## src/rtl/seq_datapath.sv

```systemverilog
// seq_datapath: register file, A/B operand registers, shifter, ALU, result C and Z/N/V
// status, driven by a micro-sequencer (IDLE -> LA -> LB -> EX -> WB) per command.
`default_nettype none

module seq_datapath #(
    parameter int WIDTH  = 16,
    parameter int NREGS  = 8,
    parameter int IMM_W  = 8,
    localparam int RW    = $clog2(NREGS)
) (
    input  logic             clk,
    input  logic             rst_n,
    input  logic             start,
    input  logic [1:0]       mode,
    input  logic [RW-1:0]    rd,
    input  logic [RW-1:0]    rn,
    input  logic [RW-1:0]    rm,
    input  logic [1:0]       shift,
    input  logic [1:0]       aluop,
    input  logic [IMM_W-1:0] imm,
    output logic             busy,
    output logic             done,
    output logic [WIDTH-1:0] datapath_out,
    output logic             Z_out,
    output logic             N_out,
    output logic             V_out,
    input  logic [RW-1:0]    dbg_addr,
    output logic [WIDTH-1:0] dbg_data
);

    localparam logic [2:0] c_IDLE = 3'd0;
    localparam logic [2:0] c_LA   = 3'd1;
    localparam logic [2:0] c_LB   = 3'd2;
    localparam logic [2:0] c_EX   = 3'd3;
    localparam logic [2:0] c_WB   = 3'd4;

    localparam logic [1:0] c_MODE_ALU  = 2'b00;
    localparam logic [1:0] c_MODE_CMP  = 2'b01;
    localparam logic [1:0] c_MODE_MOVI = 2'b10;
    localparam logic [1:0] c_MODE_MOV  = 2'b11;

    localparam logic [1:0] c_SH_NONE = 2'b00;
    localparam logic [1:0] c_SH_LSL  = 2'b01;
    localparam logic [1:0] c_SH_LSR  = 2'b10;

    localparam logic [1:0] c_OP_ADD = 2'b00;
    localparam logic [1:0] c_OP_SUB = 2'b01;
    localparam logic [1:0] c_OP_AND = 2'b10;

    localparam int c_MSB = WIDTH - 1;

    logic [2:0]       r_state;
    logic [1:0]       r_mode;
    logic [RW-1:0]    r_rd;
    logic [RW-1:0]    r_rn;
    logic [RW-1:0]    r_rm;
    logic [1:0]       r_shift;
    logic [1:0]       r_aluop;
    logic [IMM_W-1:0] r_imm;

    logic [WIDTH-1:0] r_a;
    logic [WIDTH-1:0] r_b;
    logic [WIDTH-1:0] r_c;
    logic             r_z;
    logic             r_n;
    logic             r_v;
    logic [WIDTH-1:0] r_regs [NREGS];

    logic [WIDTH-1:0] w_bsh;
    logic [WIDTH-1:0] w_alu;
    logic             w_v;
    logic [WIDTH-1:0] w_sext;

    generate
        if (IMM_W < WIDTH) begin : g_sext_pad
            assign w_sext = {{(WIDTH-IMM_W){r_imm[IMM_W-1]}}, r_imm};
        end else begin : g_sext_full
            assign w_sext = r_imm;
        end
    endgenerate

    always_comb begin
        w_bsh = r_b;
        case (r_shift)
            c_SH_NONE: w_bsh = r_b;
            c_SH_LSL:  w_bsh = {r_b[c_MSB-1:0], 1'b0};
            c_SH_LSR:  w_bsh = {1'b0, r_b[c_MSB:1]};
            default:   w_bsh = {r_b[c_MSB], r_b[c_MSB:1]};
        endcase
    end

    // Overflow is judged on the shifted B operand, the value the ALU actually sees.
    always_comb begin
        w_alu = '0;
        w_v   = 1'b0;
        case (r_aluop)
            c_OP_ADD: begin
                w_alu = r_a + w_bsh;
                w_v   = (r_a[c_MSB] == w_bsh[c_MSB]) && (w_alu[c_MSB] != r_a[c_MSB]);
            end
            c_OP_SUB: begin
                w_alu = r_a - w_bsh;
                w_v   = (r_a[c_MSB] != w_bsh[c_MSB]) && (w_alu[c_MSB] != r_a[c_MSB]);
            end
            c_OP_AND: begin
                w_alu = r_a & w_bsh;
                w_v   = 1'b0;
            end
            default: begin
                w_alu = ~w_bsh;
                w_v   = 1'b0;
            end
        endcase
    end

    // Sequencer and command latch; fields only change on an accepted start.
    always_ff @(posedge clk or negedge rst_n) begin
        if (!rst_n) begin
            r_state <= c_IDLE;
            r_mode  <= '0;
            r_rd    <= '0;
            r_rn    <= '0;
            r_rm    <= '0;
            r_shift <= '0;
            r_aluop <= '0;
            r_imm   <= '0;
        end else begin
            case (r_state)
                c_IDLE: begin
                    if (start) begin
                        r_mode  <= mode;
                        r_rd    <= rd;
                        r_rn    <= rn;
                        r_rm    <= rm;
                        r_shift <= shift;
                        r_aluop <= aluop;
                        r_imm   <= imm;
                        if (mode == c_MODE_MOVI) begin
                            r_state <= c_EX;
                        end else if (mode == c_MODE_MOV) begin
                            r_state <= c_LB;
                        end else begin
                            r_state <= c_LA;
                        end
                    end
                end
                c_LA:    r_state <= c_LB;
                c_LB:    r_state <= c_EX;
                c_EX:    r_state <= c_WB;
                default: r_state <= c_IDLE;
            endcase
        end
    end

    always_ff @(posedge clk or negedge rst_n) begin
        if (!rst_n) begin
            r_a <= '0;
            r_b <= '0;
            r_c <= '0;
            r_z <= 1'b0;
            r_n <= 1'b0;
            r_v <= 1'b0;
        end else begin
            if (r_state == c_LA) begin
                r_a <= r_regs[r_rn];
            end
            if (r_state == c_LB) begin
                r_b <= r_regs[r_rm];
            end
            if (r_state == c_EX) begin
                case (r_mode)
                    c_MODE_MOVI: r_c <= w_sext;
                    c_MODE_MOV:  r_c <= w_bsh;
                    default: begin
                        r_c <= w_alu;
                        r_z <= (w_alu == '0);
                        r_n <= w_alu[c_MSB];
                        r_v <= w_v;
                    end
                endcase
            end
        end
    end

    always_ff @(posedge clk or negedge rst_n) begin
        if (!rst_n) begin
            for (int i = 0; i < NREGS; i++) begin
                r_regs[i] <= '0;
            end
        end else if ((r_state == c_WB) && (r_mode != c_MODE_CMP)) begin
            r_regs[r_rd] <= r_c;
        end
    end

    assign busy         = (r_state != c_IDLE);
    assign done         = (r_state == c_WB);
    assign datapath_out = r_c;
    assign Z_out        = r_z;
    assign N_out        = r_n;
    assign V_out        = r_v;
    assign dbg_data     = r_regs[dbg_addr];

endmodule

`default_nettype wire

```

## config.mk

```make
export PLATFORM = sky130hd
export DESIGN_NAME = seq_datapath
export DESIGN_NICKNAME = d
export VERILOG_FILES = /design/src/rtl/seq_datapath.sv
export SDC_FILE = /design/constraint.sdc
export NUM_CORES = 1
export LEC_CHECK = 0
export CORE_MARGIN = 2
export CORE_UTILIZATION = 62
export DETAILED_ROUTE_END_ITERATION = 8
export PLACE_DENSITY = 0.89
export SLEW_MARGIN = 5
export SYNTH_ARGS = -nofsm -noshare
export SYNTH_HDL_FRONTEND = slang
export SYNTH_SLANG_ARGS = --single-unit
```

## constraint.sdc

```tcl
create_clock -name clk -period 4.2 [get_ports clk]
set_input_delay 0.42 -clock clk [delete_from_list [all_inputs] [get_ports clk]]
set_output_delay 0.42 -clock clk [all_outputs]
set_load 0.05 [all_outputs]
```

==> impl_metrics.ini, run 1 <==
[logic_synthesis]
synth_adder_area_share_pct = 3.61
synth-xor-area-share_pct = 0.331
synth-seq-area-share_pct = 38.7
yosys.area_share.simple_pct = 7.20
synth_top_family_by_area = multiplexers
netlist_instances = 1104
synth-seq-cells = 205
synth_fp_nets = 1170
muxShareOfSynthArea_pct = 34.7
synth-edff-count = 0
ys.warnings.count = 0
synth_area_um2 = 13200
avgSynthCellArea_um2 = 12.0
yosys_most_used_dff = dfrtp_1
netlist-cell-type-count = 75
synth_compound_area_share_pct = 11.7
ys_async_sr_fraction_pct = 100

[sta]
max_slew.worst_pin.slew_ns = 1.29
drv_slew = 0
setup_viol = 0
fmaxAchievable_ghz = 0.259
fin_crit_sh_pct = 91.9
fin_setup_tns_ns = 0
period_needed_ns = 3.86
fin_worst_skew_ns = 0.0321
hold_viol = 0
maxSlewHeadroom_pct = 12.9
rsz0062_at_grt = no

[place]
io_buffers = 65
hpwl_um = 23700
gp_congestion = 0.947

[global_routing]
grt_pass1_vias = 10400
grt_max_degree = 111
grt_overflow = 0
grt_usage_pct = 34.2
antenna_found_initial = 0
grt_pass1_wl_um = 58500

[outcome]
status = finished, final reports clean

[run]
maxCapViolCount = 0

[floorplanning]
dieArea_um2 = 22500
num_rows = 53
start_util_pct = 63.0
dieWidth_um = 150
dieHeight_um = 150
pin_count = 66
core_area_um2 = 21000

[layout]
n_fill_cell = 1364
diodes = 0
nNetsFinal = 1211
drive_gt1_share_pct = 31.2
area_delta_synth_final_pct = 12.3

[drt]
wl_um = 37300
wl_per_cell_um = 26.0
ant_nets = 0
dr.pass1.iters = 6
vias = 10200
vias_per_cell = 7.08
drt_iter0_drc = 1105
drc = 0

[worst_setup_path]
cpMaxStageDelayCell = dfrtp_1
end_kind = flip-flop
cp_num_buf_inv = 2
required_ns = 4.61
arrival_ns = 4.27
path_class = reg2reg
critPathTopFamily = compound AO/OA/AOI/OAI gates
r2r_cells = 13
cp_max_fo = 18
startpoint_type = flip-flop
crit_path_max_incr_delay_ns = 0.61
r2r_setup_slack_ns = 0.34
timing.rr.end = Z_out$_DFFE_PN0P_
r2r-start = r_shift[1]$_DFFE_PN0P_
path_cells = buf_4 -> nor2_1 -> a21oi_1 -> inv_1 -> ha_1 -> a21o_1 -> a31oi_1 -> nor3_1 -> a211oi_2 -> o211ai_1 -> a221oi_1 -> a211oi_1 -> o31ai_2

[clock_tree]
ctsRootBufferMaster = clkbuf_16
cts_tree = done
clk_latency_ns = 0.52
cts_sinks = 205
cts-htree-levels = 1
clock_path_buffers = 3
clkTransAtPathRegs_ns = 0.07
cts_buffers = 23
hold_buffers = 0

[worst_hold_path]
hold_class = in2async
[metrics by stage]
step	setup WS, ns	cell area, µm²	util [%]	hold slack, ns	std cells
6_report	0.339	14900	70.7	0.0102	1434
3_3_place_gp	0.401	14200	67.3	0.469	1395
2_1_floorplan	0.833	13200	-	0.124	1104
4_1_cts	0.230	14900	70.7	0.0586	1434
3_5_place_dp	0.257	14200	67.3	0.503	1395
5_1_grt	0.0279	14900	70.7	0.0879	1434
[repair_timing]
action	4_1_cts	5_1_grt
setup endpoints to repair	0	6
gates resized for setup	0	2
setup buffers	0	0
[how the worst max path moves through the flow]
stage / slack [ns] / endpoint / from / depth (start not counted)
floorplan: 0.83 / Z_out$_DFFE_PN0P_ / r_shift[1]$_DFFE_PN0P_ / 16
global placement: 0.40 / Z_out$_DFFE_PN0P_ / r_shift[0]$_DFFE_PN0P_ / 12
detailed placement: 0.26 / Z_out$_DFFE_PN0P_ / r_shift[0]$_DFFE_PN0P_ / 12
CTS: 0.23 / Z_out$_DFFE_PN0P_ / r_shift[0]$_DFFE_PN0P_ / 12
global route: 0.03 / Z_out$_DFFE_PN0P_ / r_shift[1]$_DFFE_PN0P_ / 13
finish: 0.34 / Z_out$_DFFE_PN0P_ / r_shift[1]$_DFFE_PN0P_ / 13
[area by class of cell]
| class | count | area, µm² | area share (%) |
|---|---|---|---|
| clock buffer | 34 | 657 | 4.42 |
| clock inverter | 5 | 53.8 | 0.362 |
| inverter | 40 | 150 | 1.01 |
| multi-input combinational | 780 | 7640 | 51.4 |
| sequential | 205 | 5140 | 34.5 |
| tap | 275 | 344 | 2.31 |
| timing repair buffer | 95 | 887 | 5.97 |
[kinds of logic (layout without fill, tap and decap cells)]
logic type               count (synthesis)  after routing
flip-flops                             205            205
multiplexers                           315            315
AND/OR/NAND/NOR                        198            198
XOR/XNOR                                 5              5
buffers and inverters                  119            174
AO/OA/AOI/OAI                          225            225
adder cells (fa/ha/maj)                 37             37
[layer usage]
metal  global-route usage, %  wire, µm
met2                    56.0     18100
met1                    45.7     14100
met4                    13.0      1370
met5                       0         0
met3                    6.88      3810
[sequential cells by signal, indices dropped and copies added, names as in the netlist, 3 cells and up]
| name | cells |
|---|---|
| datapath_out | 16 |
| r_a | 16 |
| r_b | 16 |
| r_imm | 8 |
| r_rd | 3 |
| r_regs | 128 |
| r_rm | 3 |
| r_rn | 3 |
| r_state | 3 |
[synth_stat cells (all sizes together) (3+ instances only)]
cell type,n,share of area [%]
o22ai,8,0.38
xnor2,4,0.26
nand2b,8,0.43
clkbuf,49,1.4
a31oi,5,0.24
or3,4,0.19
nor2,75,2.1
a211o,3,0.20
a211oi,13,0.81
a221oi,5,0.33
nand4,3,0.14
mux4,99,17
buf,30,1.2
and3,7,0.33
dfrtp,205,39
nor2b,9,0.43
o211ai,10,0.57
inv,40,1.1
mux2i,50,3.8
nor4,7,0.38
ha,35,3.3
o31a,4,0.26
or2,4,0.19
o21a,3,0.17
o31ai,5,0.32
mux2,166,14
a22oi,3,0.17
nand3,5,0.19
a21oi,62,2.3
nand2,52,1.5
nor3,11,0.49
a2111oi,8,0.95
o21ai,49,1.9
a21o,14,0.79
nor3b,6,0.42
nand3b,3,0.17
o22a,7,0.46
[placed cells by master (no fill, tap or decap), types with 6 or more instances in the layout]
master and instances:
a211oi_1 11, a21o_1 14, a21oi_1 62, and3_1 7
buf_4 29, clkbuf_1 7, clkbuf_16 23, clkdlybuf4s50_1 63
dfrtp_1 200, ha_1 34, inv_1 36, mux2_2 166
mux2i_1 50, mux4_2 99, nand2_1 52, nand2b_1 7
nor2_1 74, nor2b_1 9, nor3_1 9, nor4_1 6
o211ai_1 10, o21ai_0 43, o22a_1 7, o22ai_1 8
Power of run 1 is left out: the tool's default activity adds up to more than one toggle a clock period on the data nets, which glitch-free logic cannot reach.
==> run 2, diff against run 1 <==
- CORE_MARGIN: 2 -> not set
==> run 2 against run 1 <==
Worst hold slack worse by 0.0071 ns. Critical endpoint unchanged. Design area up 0.64%. Via count fell by 0.79%. Largest cell class unchanged. Setup slack lost 0.0076 ns. Die area decreased by 2.6%. Critical path depth unchanged. Sequential share of layout area down 0.22 points. Fmax fell by 0.20%. Utilization rose by 0.68 points.
==> impl_metrics.ini, run 2 (synthesis gave the netlist of run 1 again) <==
[outcome]
status = finished, final reports clean

[worst_setup_path]
path_class = reg2reg
startpoint_type = flip-flop
critPathLaunch = r_shift[1]$_DFFE_PN0P_
arrival_ns = 4.31
required_ns = 4.64
r2r-start = r_shift[1]$_DFFE_PN0P_
end_kind = flip-flop
cp_max_fo = 18

[worst_hold_path]
hold_class = in2async

[clock_tree]
clkTransAtPathRegs_ns = 0.07
hold_buffers = 0
clk_latency_ns = 0.54
ctsRootBufferMaster = clkbuf_16
cts-htree-levels = 1
cts_sinks = 205
cts_tree = done
cts_buffers = 24
clock_path_buffers = 3
post_cts_buffers = 0

[sta]
setup_viol = 0
rsz0062_at_grt = no
hold_viol = 0
fin_setup_tns_ns = 0
fin_worst_skew_ns = 0.0214
fin_crit_sh_pct = 92.1
period_needed_ns = 3.87
fmaxAchievable_ghz = 0.258
maxSlewHeadroom_pct = 18.4
max_slew.worst_pin.slew_ns = 1.22
drv_slew = 0

[drt]
wl_um = 35900
vias = 10100
dr.pass1.iters = 7
wl_per_cell_um = 25.0
drc = 0
drt_iter0_drc = 916
vias_per_cell = 7.02
ant_nets = 0

[global_routing]
grt_pass1_wl_um = 57100
grt_pass1_vias = 10400
grt_max_degree = 112
antenna_found_initial = 0
grt_overflow = 0
grt_usage_pct = 33.8

[floorplanning]
start_util_pct = 63.2
dieHeight_um = 148
dieWidth_um = 148
pin_count = 66
num_rows = 53
core_area_um2 = 21000
dieArea_um2 = 21900

[place]
io_buffers = 65
hpwl_um = 23200
gp_congestion = 0.910

[layout]
n_fill_cell = 1371
layout_commonest_cell = dfrtp_1
nNetsFinal = 1209
mostFrequentLayoutCells = dfrtp_1 (200), mux2_2 (166), mux4_2 (99)
multi_input_area_um2 = 7640
diodes = 0
drive_gt1_share_pct = 31.5
largest_reg_flops = 128
area_delta_synth_final_pct = 13.0
ff_latch_area_um2 = 5140
top_register = r_regs

[run]
maxCapViolCount = 0
[run 2: area by class of cell]
type                            count  share of cell area [%]
Tap cell                          275                    2.30
Clock buffer                       35                    4.69
Sequential cell                   205                    34.3
Timing Repair Buffer               92                    5.78
Clock inverter                      8                   0.820
Multi-Input combinational cell    780                    51.1
Inverter                           40                    1.00
[run 2: path summary, 6_finish.rpt]
kind | to | slack (ns) | cells after the start
worst max-delay path | Z_out$_DFFE_PN0P_ | 0.33 | 13
worst min-delay path | r_regs[60]$_DFFE_PN0P_ | 0.003 | 1
worst max register to register | Z_out$_DFFE_PN0P_ | 0.33 | 13
worst min register to register | V_out$_DFFE_PN0P_ | 0.48 | 2
max in group asynchronous | r_regs[111]$_DFFE_PN0P_ | 3.24 | 2
min in group clk | r_aluop[1]$_DFFE_PN0P_ | 0.47 | 3
[run 2: critical path, stage by stage (launching register included)]
cell and delay, ns:
dfrtp_1 0.63, nor2_1 0.11, a22oi_1 0.26, inv_1 0.14, ha_1 0.27, fa_1 0.46, a21o_1 0.22, a22oi_1 0.24
a21oi_1 0.19, a2111o_1 0.42, and3_1 0.19, o31ai_1 0.28, nand4_1 0.15, o31ai_2 0.21
[run 2: layer usage]
layer / up-vias / part of all wire (%) / GRT usage, %
li1: 4308 / - / -
met1: 5051 / 38 / 44.1
met2: 564 / 48 / 54.4
met3: 147 / 9.2 / 6.87
met4: 0 / 4.4 / 16.4
met5: - / 0 / 0
[run 2: metrics by stage]
| stage | hold WS, ns | cell area [µm²] | setup WS [ns] | utilization, % | instances |
|---|---|---|---|---|---|
| after floorplan | 0.124 | 13200 | 0.833 | - | 1104 |
| after global placement | 0.472 | 14100 | 0.544 | 67.4 | 1392 |
| after detailed placement | 0.482 | 14100 | 0.371 | 67.4 | 1392 |
| after CTS | 0.0379 | 15000 | 0.324 | 71.4 | 1435 |
| after global routing | 0.0745 | 15000 | 0.0635 | 71.4 | 1435 |
| final | 0.00312 | 15000 | 0.331 | 71.4 | 1435 |
[run 2: repair_timing]
action                                  CTS  global route
endpoints found under the setup margin    0             1
hold endpoints to repair                  0             0
resized for setup                         0             3
Power of run 2 is left out for the same reason.
